File: src/rtl/dffre_stim_gen.sv
// Stimulus sequencer for a resettable/enabled D flip-flop under test.
// It runs a fixed six-entry directed table, then NUM_RANDOM steps taken
// from a 16-bit Fibonacci LFSR, and then parks in DONE. It also emits a
// one-cycle compare strobe in the last cycle of every step.
module dffre_stim_gen #(
    parameter int          STEP_CYCLES = 2,
    parameter int          NUM_RANDOM  = 1000,
    parameter logic [15:0] SEED        = 16'hACE1
) (
    input  logic        clk,
    input  logic        i_Reset,
    input  logic        i_Start,
    input  logic        i_Hold,
    output logic        o_Reset,
    output logic        o_Enable,
    output logic        o_D,
    output logic        o_Compare,
    output logic [15:0] o_StepCount,
    output logic        o_Done
);

    // A seed of zero would lock the LFSR up, so it is swapped for the default.
    localparam logic [15:0] SEED_EFF  = (SEED == 16'h0) ? 16'hACE1 : SEED;
    localparam logic [7:0]  LAST_CYC  = 8'(STEP_CYCLES - 1);
    localparam logic [15:0] LAST_DIR  = 16'd5;
    localparam logic [15:0] LAST_STEP = 16'(6 + NUM_RANDOM - 1);

    typedef enum logic [1:0] {IDLE, DIRECTED, RANDOM, DONE} state_t;

    state_t      state_q, state_d;
    logic [7:0]  cyc_q, cyc_d;
    logic [15:0] lfsr_q, lfsr_d, lfsr_adv;
    logic [15:0] cnt_q, cnt_d;
    logic        r_q, r_d, e_q, e_d, d_q, d_d, done_q, done_d;
    logic        step_end;

    // Directed vectors, packed as {R, E, D}.
    function automatic logic [2:0] dir_vec(input logic [2:0] idx);
        case (idx)
            3'd0:    dir_vec = 3'b100;
            3'd1:    dir_vec = 3'b001;
            3'd2:    dir_vec = 3'b011;
            3'd3:    dir_vec = 3'b010;
            3'd4:    dir_vec = 3'b001;
            default: dir_vec = 3'b011;
        endcase
    endfunction

    assign lfsr_adv = {lfsr_q[14:0], lfsr_q[15] ^ lfsr_q[13] ^ lfsr_q[12] ^ lfsr_q[10]};
    assign step_end = (cyc_q == LAST_CYC);

    // Next-state logic. A held cycle leaves every register untouched, so the
    // cycle position inside the step resumes where it stopped.
    always_comb begin
        state_d = state_q;
        cyc_d   = cyc_q;
        lfsr_d  = lfsr_q;
        cnt_d   = cnt_q;
        r_d     = r_q;
        e_d     = e_q;
        d_d     = d_q;
        done_d  = done_q;
        case (state_q)
            IDLE, DONE: begin
                // A start is accepted even while i_Hold is high. The block
                // then waits in step 0 until the hold is released.
                if (i_Start) begin
                    state_d           = DIRECTED;
                    cyc_d             = 8'd0;
                    cnt_d             = 16'd0;
                    lfsr_d            = SEED_EFF;
                    {r_d, e_d, d_d}   = dir_vec(3'd0);
                    done_d            = 1'b0;
                end
            end
            DIRECTED: begin
                if (!i_Hold) begin
                    if (step_end) begin
                        cyc_d = 8'd0;
                        cnt_d = cnt_q + 16'd1;
                        if (cnt_q == LAST_DIR) begin
                            state_d = RANDOM;
                            lfsr_d  = lfsr_adv;
                            r_d     = 1'b0;
                            e_d     = lfsr_adv[1];
                            d_d     = lfsr_adv[0];
                        end else begin
                            {r_d, e_d, d_d} = dir_vec(cnt_q[2:0] + 3'd1);
                        end
                    end else begin
                        cyc_d = cyc_q + 8'd1;
                    end
                end
            end
            RANDOM: begin
                if (!i_Hold) begin
                    if (step_end) begin
                        cyc_d = 8'd0;
                        cnt_d = cnt_q + 16'd1;
                        if (cnt_q == LAST_STEP) begin
                            // o_D keeps its last value in DONE.
                            state_d = DONE;
                            r_d     = 1'b0;
                            e_d     = 1'b0;
                            done_d  = 1'b1;
                        end else begin
                            lfsr_d = lfsr_adv;
                            r_d    = 1'b0;
                            e_d    = lfsr_adv[1];
                            d_d    = lfsr_adv[0];
                        end
                    end else begin
                        cyc_d = cyc_q + 8'd1;
                    end
                end
            end
            default: state_d = IDLE;
        endcase
    end

    // State and output registers. Reset aborts immediately to the idle values.
    always_ff @(posedge clk or posedge i_Reset) begin
        if (i_Reset) begin
            state_q <= IDLE;
            cyc_q   <= 8'd0;
            lfsr_q  <= SEED_EFF;
            cnt_q   <= 16'd0;
            r_q     <= 1'b1;
            e_q     <= 1'b0;
            d_q     <= 1'b0;
            done_q  <= 1'b0;
        end else begin
            state_q <= state_d;
            cyc_q   <= cyc_d;
            lfsr_q  <= lfsr_d;
            cnt_q   <= cnt_d;
            r_q     <= r_d;
            e_q     <= e_d;
            d_q     <= d_d;
            done_q  <= done_d;
        end
    end

    // The strobe is combinational so that i_Hold suppresses it in the same cycle.
    assign o_Compare   = ((state_q == DIRECTED) || (state_q == RANDOM)) && !i_Hold && step_end;
    assign o_Reset     = r_q;
    assign o_Enable    = e_q;
    assign o_D         = d_q;
    assign o_StepCount = cnt_q;
    assign o_Done      = done_q;

endmodule

File: config.mk
export PLATFORM = sky130hd
export DESIGN_NAME = dffre_stim_gen
export DESIGN_NICKNAME = d
export VERILOG_FILES = /design/src/rtl/dffre_stim_gen.sv
export SDC_FILE = /design/constraint.sdc
export NUM_CORES = 1
export LEC_CHECK = 0
export CAP_MARGIN = 10
export CORE_MARGIN = 2
export CORE_UTILIZATION = 49
export CTS_BUF_LIST = sky130_fd_sc_hd__clkbuf_2 sky130_fd_sc_hd__clkbuf_4 sky130_fd_sc_hd__clkbuf_8
export DETAILED_ROUTE_END_ITERATION = 8
export GPL_ROUTABILITY_DRIVEN = 1
export GPL_TIMING_DRIVEN = 0
export HOLD_SLACK_MARGIN = 0.03
export PLACE_DENSITY = 0.78
export RECOVER_POWER = 25
export SYNTH_ARGS = -nofsm -noshare
export SYNTH_HDL_FRONTEND = slang
export SYNTH_SLANG_ARGS = --single-unit
File: constraint.sdc
create_clock -name clk -period 3.2 [get_ports clk]
set_input_delay 0.8 -clock clk [delete_from_list [all_inputs] [get_ports clk]]
set_output_delay 0.8 -clock clk [all_outputs]
set_load 0.02 [all_outputs]
==> results of run 1 <==
## registers in the layout (all words and copies together), names as in the netlist
signal and flops:
lfsr_q 16, o_StepCount 16, cyc_q 8, state_q 2, o_D 1, o_Done 1
o_Enable 1, o_Reset 1
## power by group through the flow
stage	registers [mW]	logic [mW]	clock network [mW]
after global routing	0.892	1.41	0.414
after floorplan	0.877	0.925	0
after detailed placement	0.879	1.24	0
final	0.871	1.27	0.381
after CTS	0.870	1.26	0.394
after global placement	0.875	1.21	0
## worst register-to-register path, cell delays in order, from the launching register on
cell and delay (ps):
dfrtp_1 390, inv_1 70, ha_1 290, clkbuf_1 320
and2_1 180, clkbuf_1 290, nor2_1 130, clkbuf_1 230
nor4_1 380, xnor2_1 160, nor2_1 60
## synth_stat cells, types with 2 or more instances
cell type and instances:
a21o_1 2, a21oi_1 13, a31oi_1 8, and2_1 2, and3_1 2, clkbuf_1 7
dfrtp_1 37, dfstp_2 9, ha_1 10, inv_1 7, mux2_2 9, mux2i_1 3
nand2_1 21, nand3_1 4, nand3b_1 2, nand4_1 9, nor2_1 30, nor2b_1 9
nor3_1 7, nor4_1 5, nor4b_2 3, o2111ai_1 2, o21ai_0 7, o31ai_1 2
o41ai_1 2, or2_2 3, or3_1 3, xnor2_1 13, xor2_1 9
## metal layers
metal | vias up | track usage [%]
li1 | 969 | -
met1 | 992 | 27.83
met2 | 58 | 29.47
met3 | 12 | 2.725
met4 | 0 | 8.182
met5 | - | 0
## worst max path at each step
stage / start / end / slack [ps] / cells after the start
floorplan: state_q[0]$_DFFE_PP0P_ / o_Compare / 900 / 6
global placement: i_Hold / o_Compare / -300 / 5
detailed placement: i_Hold / o_Compare / -280 / 5
CTS: state_q[0]$_DFFE_PP0P_ / o_Compare / 210 / 7
global route: state_q[0]$_DFFE_PP0P_ / o_Compare / 80 / 7
finish: state_q[0]$_DFFE_PP0P_ / o_Compare / 220 / 7
## cell families after synthesis
logic type                 synth area share (%)
xor gates and xnor gates                  7.542
DFF                                       45.49
buffers and inverters                     2.400
muxes                                     5.142
AOI/OAI and AO/OA                         11.46
and+or+nand+nor                           23.07
adders and majority gates                 4.897
## final cells by class
cell class,count,area share (%)
multi-input combinational,194,44.84
sequential,46,38.79
buffer,9,1.169
tap,70,2.923
timing repair buffer,25,8.142
clock buffer,8,3.257
inverter,7,0.8768
## repair_timing
action,CTS,global route
setup endpoints to repair,1,0
gates resized for setup,5,0
hold buffers,0,0
==> metrics.csv, run 1 <==
stage,metric,value,unit
synthesis,ys async rst share,100.0,%
job,Max Cap Viol,0,
drt,WL final,5359,um
worst_setup_path,CP Max Fanout,8,
cells_and_area,most frequent cells in the layout,"dfrtp_1 (37), nor2_1 (29), clkdlybuf4s50_1 (22)",
outcome,status,completed,
cells_and_area,post-route cell area,2997,um2
die,die area,5808,um2
drt,Via density,5.657,
timing,worst hold slack,480.3,ps
worst_setup_path,CP Data Required Time,2400,ps
placed_design,Post-DP Area,2903,um2
worst_setup_path,r2r setup slk,570,ps
worst_setup_path,crit start category,flop,
placed_design,placed insts,351,
cells_and_area,fillers,441,
synthesis,Post-synth EDFFs,0,
global_route,vias in the first global route,1951,
pwr,Cell Pwr Density,840.2,nW/um2
synthesis,Mapped Nets,270,
timing,final setup vio count,0,
synthesis,Yosys cell types,45,
synthesis,top post-synthesis cells by area,"dfrtp_1 (36%), dfstp_2 (9.3%), ha_1 (4.9%)",
global_route,first-pass GRT wire length,9246,um
clock_tree,Clock Sinks,46,
drt,highest metal used,met4,
synthesis,top-area cell type share of the netlist area,36.24,%
drt,DRC Markers,0,
cells_and_area,share of cells above drive strength 1,15.22,%
cells_and_area,"most common cell after layout, fill and taps aside",dfrtp_1,
drt,via count,2031,
timing,unrepaired setup endpoints after global routing,no,
die,Die Height,76.21,um
pwr,Comb pwr share,50.3,%
cells_and_area,Layout Nets,302,
synthesis,register area share after synthesis,45.49,%
worst_setup_path,Crit path max-delay family,buffers and inverters,
clock_tree,H-tree depth,2,
pwr,Reg power frac,34.6,%
timing,Tmin final,2979,ps
global_route,largest net degree at the start of global routing,38,
global_route,initial antenna violation count,0,
pwr,Lkg Pwr,1.253,nW
worst_setup_path,Crit Path Class,reg -> out,
clock_tree,Setup Buffers After CTS,0,
clock_tree,"Clk Latency, worst-skew pair",300,ps
timing,setup ws final,220.9,ps
worst_setup_path,Worst R2R Path Depth,10,
worst_setup_path,WP buf/inv,4,
worst_setup_path,slowest CP cell,dfrtp_1,
pwr,Switch Pwr,1.060,mW
hold_path,worst hold path class,reg -> reg,
worst_setup_path,Critical Path End Type,primary output,
die,num rows,26,
pwr,switching share of power,42.10,%
synthesis,Synth Warn #,0,
synthesis,"area leader, netlist",dfrtp_1,
hold_path,Worst Hold Path EP,o_Enable$_DFFE_PP0P_,
timing,Max Clock Skew,6.523,ps
clock_tree,CTS tree,yes,
timing,Slew Limit Fails,0,
worst_setup_path,Reg-to-Reg Start,state_q[0]$_DFFE_PP0P_,
die,core area,5075,um2
timing,TNS Setup,0,ps
drt,drt first-iter violations,121,
die,I/O pins,25,
synthesis,post-synthesis instance area,2555,um2
global_route,gr usage total,19.37,%
worst_setup_path,worst path arrival time,2180,ps
timing,Highest Clock Rate,0.3357,GHz
worst_setup_path,crit path cell chain,inv_1 -> ha_1 -> clkbuf_1 -> nor2_4 -> nand3_2 -> inv_2 -> dlygate4sd2_1,
clock_tree,CTS buffer count,5,
drt,DR WL met2,2442,um
clock_tree,CTS Buffer Depth,2,
cells_and_area,Layout Cells excl Fill,359,
synthesis,#FFs+latches synth,46,
cells_and_area,post-layout util,59.05,%
global_route,total grt overflow,0,
synthesis,Avg Synthesized Cell Area,9.980,um2
die,chip width,76.21,um
cells_and_area,Area Growth Syn to Fin,17.29,%
timing,final hold viol count,0,
worst_setup_path,R2R Path End,o_StepCount[15]$_DFFE_PP0P_,
pwr,Peak VDD IR,0.3346,mV
clock_tree,CTS root buf,clkbuf_8,
drt,met3 wire len,207,um
clock_tree,Clock transition at path regs,80,ps
placed_design,dpl ws,-278.3,ps
die,Initial Util,50.35,%
drt,Met1 Wirelength,2612,um
synthesis,"Primary FF master, synth",dfrtp_1,
pwr,clock share of power,15.1,%
synthesis,synthesized instance count,256,
placed_design,Placer Congestion,0.8544,
timing,Worst Max-Slew Pin Slew,916.1,ps
worst_setup_path,"slowest stage delay, CP",390,ps
drt,DR WL/cell,14.93,um
cells_and_area,ant diodes,0,
drt,Routed Antenna Nets,0,
placed_design,post-DP HPWL,3708,um
cells_and_area,Register Area,1162,um2
placed_design,Port Buffers,24,
pwr,Design Power,2.518,mW
timing,Slew HR,38.93,%
pwr,Pint,1.458,mW
hold_path,hold path startpoint,o_Enable$_DFFE_PP0P_,
cells_and_area,multi-input logic area,1344,um2
timing,period utilization,93.10,%
drt,first drt pass iteration count,4,
hold_path,Worst Hold Path Cells,2,
(Power assumes the default switching activity.)
==> run 2, diff against run 1 <==
CORE_UTILIZATION = 60   (was 49)
PLACE_DENSITY = 0.91   (was 0.78)
SETUP_SLACK_MARGIN = 0.15   (was not set)
==> metrics.csv, run 2 (synthesis results as in run 1) <==
stage,metric,value,unit
drt,DRC Markers,0,
placed_design,Port Buffers,24,
placed_design,Placer Congestion,0.8870,
die,num rows,23,
drt,Routed Antenna Nets,0,
cells_and_area,most frequent cells in the layout,"dfrtp_1 (37), nor2_1 (29), clkdlybuf4s50_1 (22)",
global_route,largest net degree at the start of global routing,31,
timing,Slew Limit Fails,0,
die,core area,4058,um2
cells_and_area,share of cells above drive strength 1,15.22,%
drt,via count,2074,
global_route,first-pass GRT wire length,9956,um
worst_setup_path,crit start category,flop,
hold_path,hold path startpoint,o_Enable$_DFFE_PP0P_,
timing,Tmin final,2888,ps
worst_setup_path,CP Max Fanout,8,
cells_and_area,Layout Cells excl Fill,339,
worst_setup_path,Critical Path End Type,primary output,
die,die area,4796,um2
hold_path,worst hold path class,reg -> reg,
worst_setup_path,Worst R2R Path Depth,10,
clock_tree,CTS buffer count,5,
drt,WL final,5827,um
pwr,Design Power,2.535,mW
die,Die Height,69.26,um
job,Max Cap Viol,0,
global_route,initial antenna violation count,0,
worst_setup_path,worst path arrival time,2090,ps
cells_and_area,post-route cell area,2973,um2
clock_tree,CTS tree,yes,
timing,Max Clock Skew,3.132,ps
cells_and_area,Layout Nets,302,
outcome,status,completed,
die,Initial Util,62.97,%
clock_tree,hold_buf cts,0,
die,I/O pins,25,
placed_design,Post-DP Area,2878,um2
cells_and_area,"most common cell after layout, fill and taps aside",dfrtp_1,
drt,Met1 Wirelength,2518,um
timing,Slew HR,12.39,%
drt,drt first-iter violations,166,
drt,DR WL met2,2844,um
pwr,Lkg Pwr,1.258,nW
timing,TNS Setup,0,ps
drt,first drt pass iteration count,4,
timing,Highest Clock Rate,0.3462,GHz
global_route,gr usage total,25.93,%
placed_design,post-DP HPWL,4116,um
hold_path,Worst Hold Path Cells,2,
worst_setup_path,R2R Path End,o_StepCount[14]$_DFFE_PP0P_,
clock_tree,Clock transition at path regs,80,ps
timing,unrepaired setup endpoints after global routing,no,
worst_setup_path,r2r setup slk,360,ps
clock_tree,Setup Buffers After CTS,0,
timing,period utilization,90.26,%
global_route,total grt overflow,0,
clock_tree,"Clk Latency, worst-skew pair",300,ps
worst_setup_path,Reg-to-Reg Start,state_q[0]$_DFFE_PP0P_,
global_route,vias in the first global route,2003,
timing,Worst Max-Slew Pin Slew,1312,ps
worst_setup_path,Crit Path Class,reg -> out,
clock_tree,Clock Sinks,46,
drt,DR WL/cell,17.19,um
drt,met3 wire len,337,um
worst_setup_path,CP Data Required Time,2400,ps
clock_tree,H-tree depth,2,
pwr,Cell Pwr Density,852.9,nW/um2
cells_and_area,ant diodes,0,
timing,final hold viol count,0,
pwr,Peak VDD IR,0.3778,mV
drt,Via density,6.118,
clock_tree,CTS root buf,clkbuf_8,
placed_design,placed insts,331,
die,chip width,69.26,um
clock_tree,CTS Buffer Depth,2,
cells_and_area,Area Growth Syn to Fin,16.36,%
drt,highest metal used,met4,
hold_path,Worst Hold Path EP,o_Enable$_DFFE_PP0P_,
timing,final setup vio count,0,
==> run 2: cell types whose count changed in the layout (fill, tap and decap cells not counted), sizes merged <==
cell / change
dlymetal6s2s: +1
clkbuf: -1
clkinv: +1
dlygate4sd2: -1
==> run 2: layout make-up <==
cell class,count,area (um2)
multi-input combinational,194,1344
sequential,46,1162
fill,285,1085
timing repair buffer,25,247.7
clock buffer,7,90.09
tap,50,62.56
buffer,9,35.03
inverter,7,26.28
clock inverter,1,5.005
==> run 2: per-stage QoR <==
step | worst slack, ps | hold WS, ps | util, %
2_1_floorplan | 903.2 | 471.0 | -
3_3_place_gp | -266.4 | 461.6 | 70.43
3_5_place_dp | -247.5 | 474.0 | 70.92
4_1_cts | 174.4 | 497.0 | 73.54
5_1_grt | 113.1 | 522.0 | 73.27
6_report | 311.8 | 494.5 | 73.27
==> run 2: worst max-delay path: stages (launching register included) <==
cell and delay (ps):
dfrtp_1 420, inv_1 80, ha_1 290, clkbuf_1 210, nor2_4 230, nand3_2 200
inv_2 180, clkbuf_2 180
==> run 2: routing by layer <==
metal	global-route usage [%]	vias up
met1	36.77	1013
met5	0	-
li1	-	971
met3	5.814	15
met2	39.53	75
met4	8.932	0
==> run 2: timing repair <==
item,4_1_cts,5_1_grt
setup endpoints to repair,1,1
pin swaps,0,0
resized for setup,4,3
==> run 2: power breakdown <==
part | switching [mW] | total, mW | internal (mW) | leakage [nW]
registers | 0.121 | 0.881 | 0.759 | 0.593
logic | 0.774 | 1.28 | 0.504 | 0.613
clock network | 0.194 | 0.377 | 0.183 | 0.0517
==> run 2: how the worst max path moves through the flow <==
stage / endpoint / startpoint / slack [ps] / cells after the start
floorplan: o_Compare / state_q[0]$_DFFE_PP0P_ / 900 / 6
CTS: o_Compare / state_q[0]$_DFFE_PP0P_ / 170 / 7
global placement: o_Compare / i_Hold / -270 / 5
finish: o_Compare / state_q[0]$_DFFE_PP0P_ / 310 / 7
detailed placement: o_Compare / i_Hold / -250 / 5
global route: o_StepCount[9]$_DFFE_PP0P_ / i_Reset / 110 / 3
==> run 3, diff against run 2 <==
CELL_PAD_IN_SITES_DETAIL_PLACEMENT = 2   (was not set)
CELL_PAD_IN_SITES_GLOBAL_PLACEMENT = 2   (was not set)
CORE_UTILIZATION = 41   (was 60)
MAX_ROUTING_LAYER = met4   (was not set)
PLACE_DENSITY = 0.95   (was 0.91)
==> metrics.csv, run 3 (synthesis results as in run 1) <==
stage,metric,value,unit
clock_tree,CTS tree,yes,
job,Max Cap Viol,0,
die,I/O pins,25,
drt,DRC Markers,0,
pwr,Switch Pwr,1.239,mW
clock_tree,CTS Buffer Depth,2,
placed_design,dpl ws,-442.6,ps
timing,period utilization,92.39,%
worst_setup_path,crit start category,flop,
drt,via count,2144,
clock_tree,CTS root buf,clkbuf_8,
cells_and_area,most frequent cells in the layout,"dfrtp_1 (37), nor2_1 (29), clkdlybuf4s50_1 (22)",
clock_tree,Setup Buffers After CTS,0,
worst_setup_path,WP buf/inv,3,
timing,TNS Setup,0,ps
timing,final setup vio count,0,
pwr,clock share of power,16.6,%
die,Die Height,82.94,um
placed_design,post-DP HPWL,5696,um
worst_setup_path,Crit Path Class,reg -> out,
die,Initial Util,42.90,%
global_route,first-pass GRT wire length,14150,um
timing,unrepaired setup endpoints after global routing,yes,
clock_tree,Clock transition at path regs,90,ps
timing,Tmin final,2956,ps
die,die area,6879,um2
pwr,Cell Pwr Density,906.7,nW/um2
hold_path,worst hold path class,reg -> reg,
worst_setup_path,Crit path max-delay family,simple AND/OR/NAND/NOR gates,
worst_setup_path,Critical Path End Type,primary output,
global_route,total grt overflow,0,
pwr,Pint,1.510,mW
worst_setup_path,Stages on worst setup path,6,
drt,DR WL/cell,23.03,um
cells_and_area,Layout Cells excl Fill,364,
timing,Max Clock Skew,6.140,ps
timing,setup ws final,243.6,ps
pwr,Comb pwr share,51.0,%
cells_and_area,ant diodes,0,
worst_setup_path,"slowest stage delay, CP",500,ps
die,chip width,82.94,um
drt,Routed Antenna Nets,0,
drt,WL final,8382,um
die,core area,5956,um2
clock_tree,"Clk Latency, worst-skew pair",300,ps
clock_tree,H-tree depth,2,
worst_setup_path,Worst R2R Path Depth,7,
pwr,Peak VDD IR,0.4121,mV
die,num rows,28,
timing,final hold viol count,0,
timing,Slew Limit Fails,0,
worst_setup_path,CP Max Fanout,7,
pwr,Design Power,2.749,mW
hold_path,Worst Hold Path Cells,1,
clock_tree,hold_buf cts,0,
drt,Via density,5.890,
worst_setup_path,CP Data Required Time,2400,ps
worst_setup_path,slowest CP cell,nor4b_2,
pwr,switching share of power,45.07,%
placed_design,Port Buffers,24,
global_route,gr usage total,26.59,%
worst_setup_path,crit path cell chain,inv_1 -> ha_1 -> nor4b_2 -> nand3_4 -> inv_4 -> clkdlybuf4s15_2,
clock_tree,CTS buffer count,5,
global_route,initial antenna violation count,0,
timing,Slew HR,44.29,%
global_route,vias in the first global route,2459,
cells_and_area,Area Growth Syn to Fin,18.66,%
cells_and_area,share of cells above drive strength 1,15.92,%
global_route,largest net degree at the start of global routing,31,
placed_design,placed insts,356,
timing,Highest Clock Rate,0.3383,GHz
drt,drt first-iter violations,48,
cells_and_area,"most common cell after layout, fill and taps aside",dfrtp_1,
pwr,Reg power frac,32.4,%
timing,worst hold slack,509.4,ps
outcome,status,completed,
cells_and_area,Layout Nets,302,
pwr,Lkg Pwr,1.258,nW
worst_setup_path,worst path arrival time,2160,ps
clock_tree,Clock Sinks,46,
placed_design,Placer Congestion,0.8176,
timing,Worst Max-Slew Pin Slew,835.6,ps
drt,first drt pass iteration count,4,
run 3: stage by stage:
stage | utilization (%) | instance area [um2]
3_5_place_dp | 48.84 | 2909
5_1_grt | 50.90 | 3032
4_1_cts | 51.01 | 3038
6_report | 50.90 | 3032
3_3_place_gp | 48.51 | 2889
2_1_floorplan | - | 2555
run 3: worst paths after layout:
path                                            start                         end  slack (ps)
max                              cyc_q[1]$_DFFE_PP0P_                   o_Compare         240
min                             lfsr_q[2]$_DFFE_PP0P_       lfsr_q[2]$_DFFE_PP0P_         510
max reg2reg                o_StepCount[1]$_DFFE_PP0P_      state_q[1]$_DFFE_PP0P_         310
min reg2reg                     lfsr_q[2]$_DFFE_PP0P_       lfsr_q[2]$_DFFE_PP0P_         510
max in group asynchronous                     i_Reset  o_StepCount[2]$_DFFE_PP0P_         960
min in group asynchronous                     i_Reset        cyc_q[5]$_DFFE_PP0P_        1040
run 3: worst register-to-register path, cell delays in order (launching register included):
cell	delay, ps
dfrtp_1	520
inv_1	220
ha_1	200
nor4b_2	360
nand4_2	320
a221oi_4	640
a21bo_4	310
mux2i_1	230
run 3: per-layer routing:
layer	global-route usage, %	wire length (um)
met4	5.961	96
met1	33.59	3707
met3	2.982	114
met2	46.11	4464
met5	-	0
run 3: repair_timing:
| action | in CTS | in global routing |
|---|---|---|
| gates resized for setup | 8 | 3 |
| pin swaps | 0 | 0 |
| setup endpoints to repair | 1 | 6 |
run 3: final cells by class:
| cell class | count | area, um2 |
|---|---|---|
| fillers | 635 | 2924 |
| multi-input cells | 194 | 1351 |
| flip-flops and latches | 46 | 1162 |
| repair buffers | 25 | 246.5 |
| well taps | 75 | 93.84 |
| clock buffers | 5 | 68.82 |
| clock inverters | 3 | 43.79 |
| plain buffers | 9 | 36.28 |
| inverters | 7 | 28.78 |
run 3: power by group through the flow:
stage | sequential (mW) | combinational (mW) | clock [mW]
finish | 0.891 | 1.40 | 0.456
global route | 0.912 | 1.54 | 0.490
CTS | 0.889 | 1.40 | 0.456
detailed placement | 0.896 | 1.35 | 0
global placement | 0.877 | 1.23 | 0
floorplan | 0.877 | 0.925 | 0
